`config.mk`:
```
export PLATFORM = sky130hd
export DESIGN_NAME = fp_sqrt_seeded
export DESIGN_NICKNAME = d
export VERILOG_FILES = /design/src/rtl/fp_math_pkg.sv /design/src/rtl/sqrt_pair_step.sv /design/src/rtl/fp_sqrt_seeded.sv
export SDC_FILE = /design/constraint.sdc
export NUM_CORES = 1
export LEC_CHECK = 0
export ABC_AREA = 1
export CAP_MARGIN = 40
export CORE_ASPECT_RATIO = 0.9
export CORE_MARGIN = 10
export CORE_UTILIZATION = 45
export DETAILED_ROUTE_END_ITERATION = 8
export GPL_ROUTABILITY_DRIVEN = 0
export PLACE_DENSITY = 0.73
export SLEW_MARGIN = 20
export SYNTH_ARGS = -nofsm -noshare
export SYNTH_HDL_FRONTEND = slang
export SYNTH_SLANG_ARGS = --single-unit
```
`constraint.sdc`:
```
create_clock -name clk -period 3.43 [get_ports clk]
set_input_delay 0.686 -clock clk [delete_from_list [all_inputs] [get_ports clk]]
set_output_delay 0.686 -clock clk [all_outputs]
set_load 0.005 [all_outputs]
```
`src/rtl/fp_math_pkg.sv`:
```
// Shared math-path types: sqrt FSM states, the bit-finder location type and
// the digit-pair count helper.
package fp_math_pkg;

  typedef enum logic [1:0] {
    IDLE = 2'd0,
    WAIT = 2'd1,
    ITER = 2'd2,
    DONE = 2'd3
  } state_t;

  // Leading-one index as produced by the last-set-bit finder.
  typedef logic [5:0] loc_t;

  function automatic int pair_count(input int width, input int fp_b);
    return (width + fp_b + 1) / 2;
  endfunction

endpackage

```
`src/rtl/sqrt_pair_step.sv`:
```
// One restoring square-root digit step: brings in the next radicand pair and
// trial-subtracts {root, 01} from the widened remainder.
module sqrt_pair_step #(
  parameter int QW   = 10,
  parameter int REMW = 12
) (
  input  logic [REMW-1:0] i_rem,
  input  logic [1:0]      i_pair,
  input  logic [QW-1:0]   i_root,
  output logic [REMW-1:0] o_rem,
  output logic [QW-1:0]   o_root
);

  logic [REMW+2:0] w_cat;
  logic [REMW+2:0] w_sub;
  logic            w_neg;
  logic [1:0]      w_unused_trial_hi;
  logic [REMW-1:0] w_trial_lo;

  assign w_cat = {1'b0, i_rem, i_pair};
  assign w_sub = (REMW+3)'({i_root, 2'b01});
  // The true remainder never exceeds 2*root, so the low REMW bits are exact.
  assign {w_neg, w_unused_trial_hi, w_trial_lo} = w_cat - w_sub;

  assign o_rem  = w_neg ? {i_rem[REMW-3:0], i_pair} : w_trial_lo;
  assign o_root = {i_root[QW-2:0], ~w_neg};

endmodule

```
`src/rtl/fp_sqrt_seeded.sv`:
```
// Sequential fixed-point square root seeded by the upstream leading-one index.
// Define FP_SQRT_SEED_EN to skip the leading zero pairs; otherwise latency is fixed.
module fp_sqrt_seeded
  import fp_math_pkg::*;
#(
  parameter int WIDTH   = 16,
  parameter int FP_B    = 4,
  parameter int LOC_LAT = 2
) (
  input  logic             clk,
  input  logic             rst,
  input  logic             start,
  input  logic [WIDTH-1:0] operand,
  input  logic [5:0]       msb_loc,
  input  logic             msb_valid,
  output logic [WIDTH-1:0] result,
  output logic             result_valid,
  output logic             busy,
  output logic [1:0]       dbg_state
);

  localparam int N    = pair_count(WIDTH, FP_B);
  localparam int RW   = 2 * N;
  localparam int REMW = N + 2;
  localparam int KW   = (N > 1) ? $clog2(N) : 1;
  localparam int LW   = (LOC_LAT > 1) ? $clog2(LOC_LAT) : 1;

  state_t          r_state;
  state_t          w_state_nxt;
  logic [RW-1:0]   r_rad;
  logic [N-1:0]    r_root;
  logic [REMW-1:0] r_rem;
  logic [KW-1:0]   r_k;
  logic [LW-1:0]   r_wait;
  logic [WIDTH-1:0] r_result;
  logic [KW-1:0]   w_k0;
  logic [1:0]      w_pair;
  logic [N-1:0]    w_root_nxt;
  logic [REMW-1:0] w_rem_nxt;

`ifdef FP_SQRT_SEED_EN
  loc_t       w_loc;
  logic [6:0] w_sum;
  logic [6:0] w_half;

  assign w_loc  = msb_loc;
  assign w_sum  = {1'b0, w_loc} + 7'(2 * FP_B);
  assign w_half = w_sum >> 1;

  // Pairs above k0 are zero for this operand, so iteration starts there.
  always_comb begin
    w_k0 = KW'(N - 1);
    if (!msb_valid)
      w_k0 = KW'(FP_B - 1);
    else if (w_loc > 6'(WIDTH - FP_B - 1))
      w_k0 = KW'(N - 1);
    else if (w_half > 7'(N - 1))
      w_k0 = KW'(N - 1);
    else
      w_k0 = KW'(w_half);
  end
`else
  logic w_unused_msb;

  assign w_unused_msb = ^{msb_loc, msb_valid};
  assign w_k0         = KW'(N - 1);
`endif

  assign w_pair = r_rad[{r_k, 1'b0} +: 2];

  sqrt_pair_step #(
    .QW   (N),
    .REMW (REMW)
  ) u_step (
    .i_rem  (r_rem),
    .i_pair (w_pair),
    .i_root (r_root),
    .o_rem  (w_rem_nxt),
    .o_root (w_root_nxt)
  );

  always_ff @(posedge clk) begin
    if (rst) r_state <= IDLE;
    else     r_state <= w_state_nxt;
  end

  always_comb begin
    w_state_nxt = r_state;
    case (r_state)
      IDLE: if (start) w_state_nxt = WAIT;
      WAIT: if (r_wait == '0) w_state_nxt = ITER;
      ITER: if (r_k == '0) w_state_nxt = DONE;
      DONE: w_state_nxt = IDLE;
      default: w_state_nxt = IDLE;
    endcase
  end

  always_comb begin
    busy         = (r_state != IDLE);
    result_valid = (r_state == DONE);
    dbg_state    = r_state;
  end

  always_ff @(posedge clk) begin
    if (rst) begin
      r_rad    <= '0;
      r_root   <= '0;
      r_rem    <= '0;
      r_k      <= '0;
      r_wait   <= '0;
      r_result <= '0;
    end else begin
      case (r_state)
        IDLE: if (start) begin
          r_rad  <= RW'({operand, {FP_B{1'b0}}});
          r_root <= '0;
          r_rem  <= '0;
          r_wait <= LW'(LOC_LAT - 1);
        end
        WAIT: begin
          if (r_wait == '0) r_k <= w_k0;
          else              r_wait <= r_wait - LW'(1);
        end
        ITER: begin
          r_root <= w_root_nxt;
          r_rem  <= w_rem_nxt;
          r_k    <= r_k - KW'(1);
          if (r_k == '0) r_result <= WIDTH'(w_root_nxt);
        end
        default: ;
      endcase
    end
  end

  assign result = r_result;

endmodule
```
Word level (Yosys, flattened, before mapping)

Index checks and enable logic that the tools add are counted.

$add $sub $neg: 3
Equality and inequality tests: 6
Shift-type cells: 1
Mux-type cells: 14
Bitwise logic cells: 1
Reduce and logical (&&, ||, !) cells: 12

Operator list:

| operator            | count |
|---|---|
| $mux 12             | 2 |
| $pmux 12 s2         | 1 |
| $pmux 10 s2         | 1 |
| $shiftx 20x6->2     | 1 |
| $sub 14x12->15      | 1 |
| $mux 10             | 1 |
| $reduce_and 2->1    | 5 |
| $pmux 2 s4          | 1 |
| $pmux 4 s2          | 1 |
| $reduce_bool 2->1   | 4 |
| $mux 2              | 3 |
| $ne 2x2->1 const B  | 3 |
| $eq 2x2->1 const B  | 2 |
| $logic_not 4->1     | 1 |
| $mux 4              | 1 |
| $sub 4x1->4 const B | 1 |
| $reduce_and 3->1    | 1 |
| $eq 2x1->1 const B  | 1 |
| $logic_not 2->1     | 1 |
| $mux 1              | 2 |
| $pmux 1 s2          | 1 |
| $not 1->1           | 1 |
| $sub 1x1->1 const B | 1 |

Flip-flop bits (word level): 55
Input port bits: 26
Output and inout bits: 20
Word-level logic and storage cells: 44

Depth between registers and ports, before layout

Gate-level depths: netlist (run 1).

Word-level depth: 4
Gate-level depth with buffers: 22
Gate-level depth less buffers: 21

Hierarchy

A second synthesis (run 1) with hierarchy kept.

Cell total of the unflattened synthesis: 491
Area total of the unflattened synthesis: 3385.7 µm²

By module, submodules not included:

| module         | times used | cells each | area each (µm²) | seq. area each (µm²) |
|---|---|---|---|---|
| fp_sqrt_seeded | 1          | 319        | 2496.1          | 1101.1 |
| sqrt_pair_step | 1          | 172        | 889.6           | 0.0 |

Worst setup path before layout (run 1)

Ideal clock, no wire load.

Path kind: register -> register
From: register r_k[0]
To: register r_rem[2]
Setup time: 0.137 ns
Arrival time: 2.134 ns
Data required time: 3.293 ns
Slack: 1.159 ns
Stages on the path, launching flop included: 21
Buffers on the path: 2
Clock period less this slack: 2.271 ns
Cells stage by stage: dfxtp_1 > buf_6 > nor2_1 > nor2_1 > o21ai_1 > nand2_1 > nand2_1 > nand2_1 > nand2_1 > o21ai_4 > inv_1 > ha_1 > inv_1 > nand3_1 > nand2_1 > a21boi_2 > o21ai_1 > buf_2 > o21ai_1 > o211ai_1 > a21oi_1

Longest elaborated chain between the ends: 4

RTL lines:

| what                   | RTL line              | source |
|---|---|---|
| from (decl)            | fp_sqrt_seeded.sv:33  | `logic [KW-1:0] r_k;` |
| from (signal assigned) | fp_sqrt_seeded.sv:121 | `if (r_wait == '0) r_k <= w_k0;` |
| from (signal assigned) | fp_sqrt_seeded.sv:127 | `r_k <= r_k - KW'(1);` |
| $shiftx 20x6->2        | fp_sqrt_seeded.sv:69  | `assign w_pair = r_rad[{r_k, 1'b0} +: 2];` |
| $sub 14x12->15         | sqrt_pair_step.sv:23  | `assign {w_neg, w_unused_trial_hi, w_trial_lo} = w_cat - w_sub;` |
| $mux 12                | sqrt_pair_step.sv:25  | `assign o_rem = w_neg ? {i_rem[REMW-3:0], i_pair} : w_trial_lo;` |
| $pmux 12 s2            | fp_sqrt_seeded.sv:113 | `case (r_state)` |
| to (signal assigned)   | fp_sqrt_seeded.sv:126 | `r_rem <= w_rem_nxt;` |
| to (decl)              | fp_sqrt_seeded.sv:32  | `logic [REMW-1:0] r_rem;` |

No other way between the ends.
A chain may end at the register's enable or synchronous reset.

Final worst setup path (run 1)

From: register r_k[0]
To: register r_rem[10]

Same word-level chain as after synthesis.

==> results of run 1 <==
## cells in the mapped netlist (2+ instances only)
library cell / instances
nand4_1: 3
buf_2: 2
a21oi_1: 52
a21o_1: 2
or2_0: 2
o21ai_0: 35
nor2_1: 39
inv_2: 3
nand2_1: 79
nand2_4: 2
buf_4: 6
dfxtp_1: 55
clkinv_2: 2
nor3_1: 3
a21oi_2: 3
or2_1: 2
o211ai_1: 3
xnor2_1: 2
nand3_1: 17
nand2_2: 7
xor2_1: 3
clkbuf_1: 13
ha_1: 16
o21ai_1: 11
o21bai_1: 3
inv_1: 44
## routing by layer
layer / GRT usage (%) / vias to the layer above / routed length, um
met1: 17.33 / 1224 / 3408
li1: - / 1424 / -
met5: 0 / - / 0
met2: 20.20 / 57 / 2966
met3: 3.117 / 8 / 305
met4: 3.954 / 0 / 80
## power breakdown
group          total, mW  internal (mW)  switching, mW
clock network      0.355          0.144          0.211
logic               2.33          0.883           1.44
registers          0.958          0.815          0.143
total               3.64           1.84           1.80
## worst register-to-register path: stages (launching register included)
cell and delay [ps]:
dfxtp_1 650, inv_8 90, o21ai_1 150, nand2_1 70
nand2_1 60, nand2_1 50, nand2_1 110, o21ai_4 90
inv_1 80, ha_1 150, inv_1 60, nand3_1 60
nand2_1 100, a21boi_2 230, o21ai_1 130, a21oi_1 150
o21bai_1 80, or2_0 200, nand3_1 70, nand3_1 70
a21oi_1 120
## logic make-up after synthesis
logic type | synth area share (%)
xor+xnor | 1.463
compound gates | 21.77
flops | 36.77
simple gates | 22.40
buf+inv | 10.45
fa+ha+maj | 6.686
mux | 0.3343
other cells | 0.1252
## state kept, by name, indices dropped and copies added, names as in the netlist
name,count
r_wait,1
r_rem,12
r_root,10
result,10
r_k,4
dbg_state,2
r_rad,16
## worst max-delay path by stage
stage	from	to	slack (ps)	depth (start not counted)
3_3_place_gp	r_k[0]$_SDFFE_PP0P_	r_rem[10]$_SDFFE_PP0P_	710	20
2_1_floorplan	r_k[0]$_SDFFE_PP0P_	r_rem[2]$_SDFFE_PP0P_	1160	20
3_5_place_dp	r_k[0]$_SDFFE_PP0P_	r_rem[9]$_SDFFE_PP0P_	650	20
4_1_cts	r_k[0]$_SDFFE_PP0P_	r_rem[10]$_SDFFE_PP0P_	610	20
5_1_grt	r_k[0]$_SDFFE_PP0P_	r_rem[9]$_SDFFE_PP0P_	300	20
6_report	r_k[0]$_SDFFE_PP0P_	r_rem[10]$_SDFFE_PP0P_	600	20
## area by class of cell
class,count,area share (%)
Multi-Input combinational cell,301,46.27
Clock buffer,5,1.991
Clock inverter,3,0.5431
Sequential cell,55,31.86
Tap cell,90,3.259
Timing Repair Buffer,37,10.35
Inverter,50,5.721
## stage by stage
stage | instances | cell area, um2 | power [mW] | setup WS [ps]
floorplan | 428 | 3013 | 2.727 | 1159
finish | 541 | 3456 | 3.641 | 596.3
CTS | 540 | 3448 | 3.623 | 606.0
detailed placement | 532 | 3361 | 3.265 | 646.3
global placement | 532 | 3361 | 3.225 | 707.3
global route | 541 | 3456 | 4.032 | 299.2
==> reports/results.txt, run 1 <==
slowest stage cell, crit path = dfxtp_1
DR iter-0 viols = 144
Tcrit/Tclk final = 82.62%
# fillers = 630
initial core utilization = 45.95%
Clock Latency Late Sink = 310 ps
Fmax = 0.3529 GHz
vias in the first global route = 2566
drt total wl = 6761 um
CP Capture Type = flip-flop
Hold Path Sink = r_rad[13]$_SDFFE_PP0P_
Antenna Nets Post-Route = 0
status = completed
post-synthesis cell type count = 40
count of pins over their slew limit = 0
Diodes inserted = 0
gr ovfl total = 0
CP dominant cell by count = nand2_1
Area contributors post-synth = dfxtp_1 (37%), nand2_1 (9.9%), a21oi_1 (8.7%), ha_1 (6.7%), o21ai_0 (5.9%)
CTS Hold Bufs = 0
Worst R2R Path Depth = 20
cts bufs inserted = 5
slowest stage delay, CP = 650 ps
Worst R2R Start = r_k[0]$_SDFFE_PP0P_
Reg-to-Reg End = r_rem[10]$_SDFFE_PP0P_
Resize count post-CTS = 0
hold depth = 2
# DRC = 0
final setup fails = 0
Yosys warning count = 0
PD cells = 1053 mW/mm2
RSZ-0062 raised after global routing = no
final clock skew = 9.397 ps
Syn Inst Count = 423
TritonCTS clock tree = built
Post-synth ARST share = 0%
register area = 0.001101 mm2
most common cell after layout, fill and taps aside = nand2_1
CP cell instances = inv_8, o21ai_1, nand2_1, nand2_1, nand2_1, nand2_1, o21ai_4, inv_1, ha_1, inv_1, nand3_1, nand2_1, a21boi_2, o21ai_1, a21oi_1, o21bai_1, or2_0, nand3_1, nand3_1, a21oi_1
DRT Pass-1 Iters = 4
Via density = 5.015
die width = 106.0 um
worst hold start = r_rad[13]$_SDFFE_PP0P_
Layout Nets = 492
min cycle time layout = 2834 ps
TNS Setup = 0 ps
largest net degree at the start of global routing = 31
crit path launch type = flip-flop
commonest non-fill, non-tap cells in the layout = nand2_1 (79), dfxtp_1 (55), a21oi_1 (52)
Clock Tree Root = clkbuf_8
area delta synth->final = 15.42%
Worst EP required = 3670 ps
Tot GR Track Use = 13.02%
CP Max Fanout = 10
Core Util, Final = 53.03%
Slew @ Worst Pin = 755.6 ps
top cell type by total area after synthesis = dfxtp_1
Slew headroom = 49.57%
initial antenna violation count = 0
detailed-route via count = 2713
layout cells sized above 1 = 7.982%
Clock transition at path regs = 100 ps
sequential share of the synthesized area = 36.77%
Hold Crit Class = reg2reg
synthesized area = 0.002994 mm2
post-synth top area share = 36.77%
Detail Placement HPWL = 5054 um
EDFF count, synth = 0
CP Class = reg2reg
CP Data Arrival Time = 3070 ps
postcts setup bufs = 0
FF+latch count, synth = 55
first-pass GRT wire length = 11430 um
DIE AREA = 0.01032 mm2
final hold viol count = 0
clock sinks = 55
P_leak = 1.454 nW
DIE HEIGHT = 97.39 um
Ports = 46
Multi-input gate area = 0.001599 mm2
maxcap violations = 0
Core Footprint = 0.006516 mm2
WL/cell = 12.50 um
R2R setup slack = 600 ps
worst hold slack = 448.4 ps
worst vdd ir = 577.6 uV
CTS max path bufs = 2
CP Buf/Inv Count = 3
Mapped Avg Cell Area = 7.078 um2
crit-path leading delay family = compound AO/OA/AOI/OAI gates
H-Tree Depth = 2
IO buf count = 32
row count = 28
Main synth FF type = dfxtp_1
No activity file was read; power rests on OpenSTA's default activity.
==> run 2: changes to the inputs <==
clock period = 2.8 ns   (was 3.43 ns; I/O delays follow)
==> reports/results.txt, run 2 (same netlist as run 1, synthesis figures left out) <==
status = completed
TritonCTS clock tree = built
Diodes inserted = 0 (unchanged)
Layout Nets = 494 (+0.41%)
Ports = 46 (unchanged)
count of pins over their slew limit = 0 (unchanged)
commonest non-fill, non-tap cells in the layout = nand2_1 (78), dfxtp_1 (54), a21oi_1 (51)
CP cell instances = buf_6, inv_8, o21ai_1, nand2_1, nand2_1, nand2_1, nand2_1, o21ai_4, inv_1, ha_1, inv_1, nand3_1, nand2_2, a21boi_4, o21ai_2, a21oi_1, o21bai_1, or2_0, nand3_1, nand3_1, a21oi_2
CP Max Fanout = 10 (unchanged)
Worst R2R Start = r_k[0]$_SDFFE_PP0P_
Detail Placement HPWL = 4995 um (-1.2%)
Clock Tree Root = clkbuf_8
final setup fails = 0 (unchanged)
die width = 106.0 um (unchanged)
maxcap violations = 0 (unchanged)
Clock Latency Late Sink = 330 ps (+20 ps)
area delta synth->final = 18.26%
final clock skew = 10.17 ps (+0.7745 ps)
PD cells = 1380 mW/mm2 (+31%)
Antenna Nets Post-Route = 0 (unchanged)
clock sinks = 55 (unchanged)
Reg-to-Reg End = r_rem[10]$_SDFFE_PP0P_
Via density = 5.017 (about the same)
slowest stage delay, CP = 390 ps (-260 ps)
IO buf count = 32 (unchanged)
Core Footprint = 0.006516 mm2 (unchanged)
detailed-route via count = 2724 (+0.41%)
CP Capture Type = flip-flop
CTS max path bufs = 2 (unchanged)
DIE AREA = 0.01032 mm2 (unchanged)
worst vdd ir = 767.9 uV (+33%)
P_leak = 1.491 nW (+2.5%)
CP Data Arrival Time = 2870 ps (-200 ps)
CP Buf/Inv Count = 4 (+1)
worst hold start = r_rad[9]$_SDFFE_PP0P_
DR iter-0 viols = 228 (+58%)
vias in the first global route = 2539 (-1.1%)
Largest register FFs = 16 (unchanged)
Hold Path Sink = r_rad[9]$_SDFFE_PP0P_
drt total wl = 6867 um (+1.6%)
Fmax = 0.3855 GHz (+9.2%)
TNS Setup = 0 ps (unchanged)
Slew @ Worst Pin = 728.0 ps (-27.59 ps)
most common cell after layout, fill and taps aside = nand2_1
DRT Pass-1 Iters = 5 (+1)
CP Class = reg2reg
initial antenna violation count = 0 (unchanged)
R2R setup slack = 210 ps (-390 ps)
WL/cell = 12.65 um (+1.2%)
CTS Hold Bufs = 0 (unchanged)
min cycle time layout = 2594 ps (-239.9 ps)
cts bufs inserted = 5 (unchanged)
hold depth = 2 (unchanged)
crit path launch type = flip-flop
slowest stage cell, crit path = dfxtp_4
crit-path leading delay family = compound AO/OA/AOI/OAI gates
# fillers = 661 (+4.9%)
initial core utilization = 45.95% (unchanged)
Tcrit/Tclk final = 92.64% (+10 points)
Hold Crit Class = reg2reg
layout cells sized above 1 = 9.492% (+1.5 points)
Tot GR Track Use = 13.51% (+0.49 points)
top flop regs = r_rad: 16 flops, r_rem: 12 flops
H-Tree Depth = 2 (unchanged)
Worst EP required = 3080 ps (-590 ps)
row count = 28 (unchanged)
DIE HEIGHT = 97.39 um (unchanged)
first-pass GRT wire length = 11910 um (+4.2%)
Worst R2R Path Depth = 21 (+5.0%)
worst hold slack = 450.2 ps (+1.746 ps)
Clock transition at path regs = 110 ps (about the same)
register with the most flip-flops = r_rad
largest net degree at the start of global routing = 31 (unchanged)
# DRC = 0 (unchanged)
Critical Path Start = r_k[0]$_SDFFE_PP0P_
CP dominant cell by count = nand2_1
Overall Power = 4.885 mW (+34%)
gr ovfl total = 0 (unchanged)
Slew headroom = 51.42% (+1.8 points)
final hold viol count = 0 (unchanged)
## run 2: power by group
group / internal, mW / switching [mW]
registers: 1.00 / 0.160
logic: 1.30 / 1.86
clock network: 0.272 / 0.290
## run 2: metal layers
layer  GRT usage (%)  up-vias  share of wire (%)
met5               0        -                  0
met4           4.995        0                1.4
met3           3.050        7                6.3
met2           20.67       69                 45
met1           17.99     1212                 48
li1                -     1436                  -
## run 2: final cells by class
cell class	count	area, um2	area share (%)
repair buffers	39	389.1	10.99
inverters	50	197.7	5.583
multi-input cells	301	1620	45.76
clock inverters	3	47.55	1.343
clock buffers	5	68.82	1.943
flip-flops and latches	55	1105	31.20
well taps	90	112.6	3.180
## run 2: how the worst max path moves through the flow
| stage | end | slack [ps] | depth (start not counted) |
|---|---|---|---|
| after floorplan | r_rem[2]$_SDFFE_PP0P_ | 530 | 20 |
| after global placement | r_rem[10]$_SDFFE_PP0P_ | 170 | 19 |
| after detailed placement | r_rem[10]$_SDFFE_PP0P_ | 140 | 21 |
| after CTS | r_rem[10]$_SDFFE_PP0P_ | 80 | 21 |
| after global routing | r_rem[10]$_SDFFE_PP0P_ | -20 | 21 |
| final | r_rem[10]$_SDFFE_PP0P_ | 210 | 21 |
## run 2: metrics by stage
stage	worst slack [ps]	std cells	area, um2	utilization (%)
6_report	206.1	543	3541	54.34
4_1_cts	75.69	542	3505	53.78
3_5_place_dp	141.0	534	3388	52.00
5_1_grt	-19.56	543	3541	54.34
2_1_floorplan	528.9	428	3013	-
3_3_place_gp	168.4	534	3388	52.00
## run 2: worst register-to-register path, cell delays in order, from the launching register on
cell      delay, ps
dfxtp_4         390
buf_6           140
inv_8            50
o21ai_1         110
nand2_1          80
nand2_1          60
nand2_1          50
nand2_1         110
o21ai_4          90
inv_1            70
ha_1            160
inv_1            60
nand3_1          80
nand2_2          90
a21boi_4        220
o21ai_2          90
a21oi_1         170
o21bai_1         90
or2_0           200
nand3_1          70
nand3_1          80
a21oi_2         120
## run 2: what timing repair did
item / in CTS / in global routing
gates resized for setup: 0 / 8
setup endpoints to repair: 0 / 12
setup buffers: 0 / 1
